## config.mk

```make
export PLATFORM = sky130hd
export DESIGN_NAME = west_feeder
export DESIGN_NICKNAME = d
export VERILOG_FILES = /design/src/rtl/west_feeder_pkg.sv /design/src/rtl/west_feeder_skew_chain.sv /design/src/rtl/west_feeder.sv
export SDC_FILE = /design/constraint.sdc
export NUM_CORES = 1
export LEC_CHECK = 0
export BUFFER_PORTS_ARGS = -buffer_cell sky130_fd_sc_hd__buf_2
export CAP_MARGIN = 0
export CORE_MARGIN = 10
export CORE_UTILIZATION = 50
export CTS_BUF_LIST = sky130_fd_sc_hd__clkbuf_8
export DETAILED_ROUTE_END_ITERATION = 7
export GPL_TIMING_DRIVEN = 0
export PLACE_DENSITY = 0.66
export SYNTH_ARGS = -nofsm -noshare
export SYNTH_HDL_FRONTEND = slang
export SYNTH_HIERARCHICAL = 1
export SYNTH_SLANG_ARGS = --single-unit
```

## constraint.sdc

```tcl
create_clock -name clk -period 2.9 [get_ports clk]
set_input_delay 0.145 -clock clk [delete_from_list [all_inputs] [get_ports clk]]
set_output_delay 0.145 -clock clk [all_outputs]
set_load 0.03 [all_outputs]
```

## src/rtl/west_feeder_pkg.sv

```systemverilog
// west_feeder shared definitions
// Lane instruction codes and FSM states.
package west_feeder_pkg;

  localparam int INST_W = 2;

  localparam logic [INST_W-1:0] INST_IDLE = 2'b00;
  localparam logic [INST_W-1:0] INST_LOAD = 2'b01;
  localparam logic [INST_W-1:0] INST_EXEC = 2'b10;

  typedef enum logic [2:0] {
    S_IDLE,
    S_LOAD,
    S_GAP,
    S_EXEC,
    S_DRAIN
  } state_e;

endpackage

```

## src/rtl/west_feeder_skew_chain.sv

```systemverilog
// west_feeder per-lane delay line
// Delays one lane word (data + inst) by DEPTH cycles.
module west_feeder_skew_chain #(
  parameter int W     = 6,
  parameter int DEPTH = 1
) (
  input  logic         clk,
  input  logic         rst_n,
  input  logic [W-1:0] d_i,
  output logic [W-1:0] q_o
);

  logic [W-1:0] sh_q [DEPTH];

  // shift register; bubbles move exactly like data
  always_ff @(posedge clk or negedge rst_n) begin
    if (!rst_n) begin
      for (int i = 0; i < DEPTH; i++) sh_q[i] <= '0;
    end else begin
      sh_q[0] <= d_i;
      for (int i = 1; i < DEPTH; i++) sh_q[i] <= sh_q[i-1];
    end
  end

  assign q_o = sh_q[DEPTH-1];

endmodule

```

## src/rtl/west_feeder.sv

```systemverilog
// west_feeder: west-edge driver of the MAC tile array
// FIFO-buffered vectors, load/exec sequencing, per-row skew.
module west_feeder
  import west_feeder_pkg::*;
#(
  parameter int bw     = 4,
  parameter int row    = 8,
  parameter int col    = 8,
  parameter int depth  = 16,
  parameter int len_bw = 8
) (
  input  logic                clk,
  input  logic                reset,
  input  logic                wr,
  input  logic [row*bw-1:0]   in_vec,
  output logic                full,
  output logic                empty,
  input  logic                start,
  input  logic [1:0]          op,
  input  logic [len_bw-1:0]   len,
  output logic [row*bw-1:0]   out_w,
  output logic [row*2-1:0]    inst_w,
  output logic                busy,
  output logic                done
);

  localparam int AW  = $clog2(depth);
  localparam int CW  = AW + 1;
  localparam int LCW = $clog2(col + 1);
  localparam int DCW = $clog2(row) + 1;

  localparam logic [CW-1:0]  CNT_FULL = CW'(depth);
  localparam logic [LCW-1:0] LD_LAST  = LCW'(col - 1);
  localparam logic [DCW-1:0] DR_LAST  = DCW'(row >= 2 ? row - 2 : 0);
  localparam logic           DONE_NOW = (row == 1);

  // FIFO state
  logic [row*bw-1:0] mem_q [depth];
  logic [AW-1:0]     wptr_q;
  logic [AW-1:0]     rptr_q;
  logic [CW-1:0]     cnt_q;
  logic [CW-1:0]     cnt_d;
  logic              full_q;
  logic              empty_q;
  logic              push;
  logic              pop;
  logic [row*bw-1:0] rdata;

  // FSM state
  state_e            state_q;
  logic              exec_q;
  logic [len_bw-1:0] len_q;
  logic [LCW-1:0]    ld_cnt_q;
  logic [len_bw-1:0] ex_cnt_q;
  logic [DCW-1:0]    dr_cnt_q;
  logic              done_q;

  // stage-0 issue word
  logic [row*bw-1:0] s0_data_q;
  logic [1:0]        s0_inst_q;

  // pop only while issuing; a push into a full FIFO
  // is still accepted if a pop frees a slot
  always_comb begin
    pop   = 1'b0;
    push  = 1'b0;
    cnt_d = cnt_q;
    rdata = mem_q[rptr_q];
    pop   = (state_q == S_LOAD || state_q == S_EXEC)
            && !empty_q;
    push  = wr && (!full_q || pop);
    cnt_d = cnt_q + CW'(push) - CW'(pop);
  end

  // FIFO pointers, count and registered flags
  always_ff @(posedge clk or negedge reset) begin
    if (!reset) begin
      wptr_q  <= '0;
      rptr_q  <= '0;
      cnt_q   <= '0;
      full_q  <= 1'b0;
      empty_q <= 1'b1;
    end else begin
      if (push) wptr_q <= wptr_q + 1'b1;
      if (pop)  rptr_q <= rptr_q + 1'b1;
      cnt_q   <= cnt_d;
      full_q  <= (cnt_d == CNT_FULL);
      empty_q <= (cnt_d == '0);
    end
  end

  // FIFO storage; contents need no reset
  always_ff @(posedge clk) begin
    if (push) mem_q[wptr_q] <= in_vec;
  end

  // command sequencer: IDLE/LOAD/GAP/EXEC/DRAIN
  always_ff @(posedge clk or negedge reset) begin
    if (!reset) begin
      state_q  <= S_IDLE;
      exec_q   <= 1'b0;
      len_q    <= '0;
      ld_cnt_q <= '0;
      ex_cnt_q <= '0;
      dr_cnt_q <= '0;
      done_q   <= 1'b0;
    end else begin
      unique case (state_q)
        S_IDLE: begin
          if (start && op != 2'b00) begin
            exec_q   <= op[1];
            len_q    <= len;
            ld_cnt_q <= '0;
            ex_cnt_q <= '0;
            if (op[0]) begin
              state_q <= S_LOAD;
            end else if (op[1] && len != '0) begin
              state_q <= S_EXEC;
            end else begin
              state_q  <= S_DRAIN;
              dr_cnt_q <= '0;
              done_q   <= DONE_NOW;
            end
          end
        end
        S_LOAD: begin
          if (pop) begin
            ld_cnt_q <= ld_cnt_q + 1'b1;
            if (ld_cnt_q == LD_LAST) begin
              if (exec_q && len_q != '0) begin
                state_q <= S_GAP;
              end else begin
                state_q  <= S_DRAIN;
                dr_cnt_q <= '0;
                done_q   <= DONE_NOW;
              end
            end
          end
        end
        S_GAP: begin
          state_q <= S_EXEC;
        end
        S_EXEC: begin
          if (pop) begin
            ex_cnt_q <= ex_cnt_q + 1'b1;
            if (ex_cnt_q + 1'b1 == len_q) begin
              state_q  <= S_DRAIN;
              dr_cnt_q <= '0;
              done_q   <= DONE_NOW;
            end
          end
        end
        S_DRAIN: begin
          if (done_q) begin
            state_q <= S_IDLE;
            done_q  <= 1'b0;
          end else begin
            dr_cnt_q <= dr_cnt_q + 1'b1;
            done_q   <= (dr_cnt_q == DR_LAST);
          end
        end
        default: begin
          state_q <= S_IDLE;
        end
      endcase
    end
  end

  // stage-0 word: popped vector or a zero bubble
  always_ff @(posedge clk or negedge reset) begin
    if (!reset) begin
      s0_data_q <= '0;
      s0_inst_q <= INST_IDLE;
    end else if (pop) begin
      s0_data_q <= rdata;
      s0_inst_q <= (state_q == S_EXEC) ? INST_EXEC
                                       : INST_LOAD;
    end else begin
      s0_data_q <= '0;
      s0_inst_q <= INST_IDLE;
    end
  end

  for (genvar r = 0; r < row; r++) begin : g_lane
    logic [bw+1:0] lane_d;
    logic [bw+1:0] lane_q;

    assign lane_d = {s0_inst_q, s0_data_q[r*bw +: bw]};

    if (r == 0) begin : g_direct
      assign lane_q = lane_d;
    end else begin : g_skew
      west_feeder_skew_chain #(
        .W     (bw + 2),
        .DEPTH (r)
      ) u_chain (
        .clk   (clk),
        .rst_n (reset),
        .d_i   (lane_d),
        .q_o   (lane_q)
      );
    end

    assign out_w[r*bw +: bw]         = lane_q[bw-1:0];
    assign inst_w[r*INST_W +: INST_W] = lane_q[bw+1:bw];
  end

  assign full  = full_q;
  assign empty = empty_q;
  assign busy  = (state_q != S_IDLE);
  assign done  = done_q;

endmodule

```

==> results.yml <==
place:
  placed_area_um2: 29200
  routabilityCongestion: 0.778
  post-place-ws_ns: -0.500
  place.port_buffers: 97
  hpwlAfterDp_um: 32400
timing:
  relSlewSlack: 0.263
  period_minus_slack_ns: 2.83
  period_share: 0.976
  finClkSkew_ns: 0.0369
  finalHoldViolations: 0
  fmax_mhz: 353
  maxSlewViolCount: 0
  tightest_slew_ns: 1.11
  finalWorstSetupSlack_ns: 0.0696
  setup_viol: 0
global_routing:
  grt_max_degree: 116
  antenna_found_initial: 2
  gr-usage-all-layers: 0.176
  grt_pass1_vias: 13800
  overflow: 0
  grt_pass1_wl_um: 84000
critical_path:
  crit_required_ns: 3.48
  critPathMaxStageDelay_ns: 0.73
  cp.depth: 5
  r2r_end: "s0_data_q[6]"
  rr_startpoint: "rptr_q[1]"
  crit_start: "rptr_q[1]"
  r2r_slack_ns: 0.07
  crit_chain: "clkbuf_1 -> buf_1 -> mux4_2 -> mux4_2 -> and2_1"
  crit_path_max_fanout: 10
  crit_arrival_ns: 3.41
  path_delay_family: "buffers and inverters"
  endpoint: "s0_data_q[6]"
  cp-end-kind: "flop"
  critPathLaunchType: "flop"
  crit_type: "reg2reg"
  cp_num_buf_inv: 2
  reg2regPathDepth: 5
  cp_common_cell: "mux4_2"
  cpMaxStageDelayCell: "buf_1"
power_and_ir_drop:
  switching_share: 0.292
  switchingPower_mw: 9.24
  p_int_mw: 22.4
  power_frac_clock: 0.272
  vdd_drop_max_uv: 567
  powerDensity_nw_per_um2: 984
  power_mw: 31.6
  pwr-share-comb: 0.272
  leakagePower_nw: 12.2
  sequentialPowerShare: 0.455
logic_synthesis:
  synthesis.nets: 1328
  synth_top_family_by_area: "multiplexers"
  netlist_area_um2: 27400
  ys.warnings.count: 6
  avgSynthCellArea_um2: 21.6
  yosysSeqAreaShare: 0.785
  synth.mux.area_fraction: 0.135
  syn-instance-count: 1267
  synth_seq_cells: 758
  ys_async_sr_fraction: 0.325
  synthXorXnorAreaFrac: 0.00671
  synth_fa_ha_area_frac: 0.00712
  synth_compound_area_frac: 0.0146
  synth-simple-area-share: 0.0270
  synth_edf_count: 512
  ys_types: 55
  synth_ff_type: "edfxtp_1"
cells_and_area:
  drive_gt1_frac: 0.330
  nFillCells: 3963
  finalInstanceArea_um2: 32200
  fin_util: 0.595
  fin_nets: 1616
  area_growth_syn_to_layout_pct: 17.3
cts:
  cts_buffer_depth: 3
  clkLatencyLatePin_ns: 0.73
  cts_tree: "yes"
  cts-root-buf: "clkbuf_8"
  clock-sinks: 758
  cts_buffers: 118
  htree_levels: 3
  cts.clk_slew.worst_paths_ns: 0.07
floorplan:
  row_count: 85
  core_um2: 54000
  die_y_um: 254
  io_pins: 98
  die_w_um: 254
  start_util: 0.508
  dieArea_um2: 64600
route:
  routed_wl_um: 54900
  drc_errors: 0
  drt.antenna.violating_nets: 0
  num_vias: 12900
  wl_per_cell_um: 23.3
  first_iter_violations: 1008
  drt-pass1-iter-count: 5
  via_per_inst: 5.46
run_status:
  status: "finished, final reports clean"
job:
  maxCapViolations: 0
min_path:
  hold_class: "in2reg"
  hp-start: "wr"
[final cells by class]
cell class	instances	area, um^2	share of cell area
multi-input cells	398	5310	0.165
inverters	18	75.1	0.00233
diodes	1	2.50	0.0000778
well taps	696	871	0.0271
repair buffers	169	1410	0.0439
plain buffers	92	612	0.0190
clock buffers	140	1930	0.0599
clock inverters	85	427	0.0133
flip-flops and latches	758	21500	0.669
[cells in the final DEF, fill, tap and decap left out, types with 22 or more instances in the layout]
cell and n:
edfxtp_1 512, dfrtp_1 245, mux4_2 160, clkbuf_8 140
buf_2 103, inv_1 57, buf_4 47, dlygate4sd3_1 46
and2_1 36, nand2_1 26, o21ai_0 22
[worst min-delay path by stage]
| stage | endpoint | cells after the start |
|---|---|---|
| 5_1_grt | wptr_q[0] | 4 |
| 6_report | wptr_q[0] | 4 |
| 2_1_floorplan | cnt_q[0] | 0 |
| 3_5_place_dp | g_lane[6].g_skew.u_chain/q_o[4] | 1 |
| 4_1_cts | wptr_q[0] | 4 |
| 3_3_place_gp | g_lane[3].g_skew.u_chain/sh_q[11] | 0 |
[routing by layer]
metal  routed length [um]  vias to the layer above  global-route usage
met3                 2930                      101              0.0364
li1                     -                     5565                   -
met1                23200                     6832               0.235
met2                27600                      372               0.286
met5                   11                        -                   0
met4                 1180                        2              0.0614
[worst reg2reg max path: cells and delay by family, from the launching register on]
family / cells / cell delay, ns
DFF: 1 / 0.41
and+or+nand+nor: 1 / 0.21
muxes: 2 / 0.89
buffers and inverters: 2 / 1.18
[power by group through the flow]
stage / combinational [mW] / clock (mW) / sequential, mW
finish: 8.62 / 8.62 / 14.4
global route: 9.25 / 9.35 / 14.6
CTS: 8.77 / 8.87 / 14.4
detailed placement: 8.53 / 0 / 14.6
global placement: 8.26 / 0 / 14.6
floorplan: 5.97 / 0 / 14.5
[flip-flops by register name, indices dropped and copies added, names as in the netlist]
register	cells
cnt_q	5
done	1
dr_cnt_q	4
empty	1
ex_cnt_q	8
exec_q	1
full	1
g_lane.g_skew.u_chain/q_o	42
g_lane.g_skew.u_chain/sh_q	126
ld_cnt_q	4
len_q	8
mem_q	512
rptr_q	4
s0_data_q	32
s0_inst_q	2
state_q	3
wptr_q	4
[stage by stage]
step / setup TNS [ns] / hold WS [ns] / std cells
CTS: 0 / 0.0100 / 2356
global placement: -1149.18 / 0.331 / 2060
global route: -0.00306 / 0.0706 / 2357
detailed placement: -18.46 / 0.129 / 2078
floorplan: 0 / -0.151 / 1267
finish: 0 / 0.0741 / 2357
[cell usage after synthesis (all sizes together), types with 4 or more instances]
master	number	area (um^2)
mux2	10	113
and2	48	300
nand2	26	97.6
ha	14	175
xnor2	15	131
dfrtp	245	6130
inv	18	67.6
nand4	7	43.8
xor2	6	52.6
mux4	160	3600
a21o	4	30.0
edfxtp	512	15400
nor2	15	56.3
and4	4	35.0
buf	69	500
nor3	4	20.0
o21ai	24	120
a21oi	9	45.0
clkbuf	24	91.3
or4	7	52.6
[cells by family after synthesis]
family	after synthesis
flip-flops	758
multiplexers	170
AND/OR/NAND/NOR	130
buffers and inverters	111
AO/OA/AOI/OAI	62
XOR/XNOR	21
adder cells (fa/ha/maj)	15
[timing repair]
| item | in CTS | in global routing |
|---|---|---|
| hold endpoints to repair | 655 | 0 |
| hold buffers | 47 | 0 |
| resized for setup | 13 | 9 |
| buffers inserted | 7 | 0 |
| endpoints found under the setup margin | 229 | 11 |
| pin swaps | 0 | 2 |
Note: power is estimated with default switching activity, not from simulation.
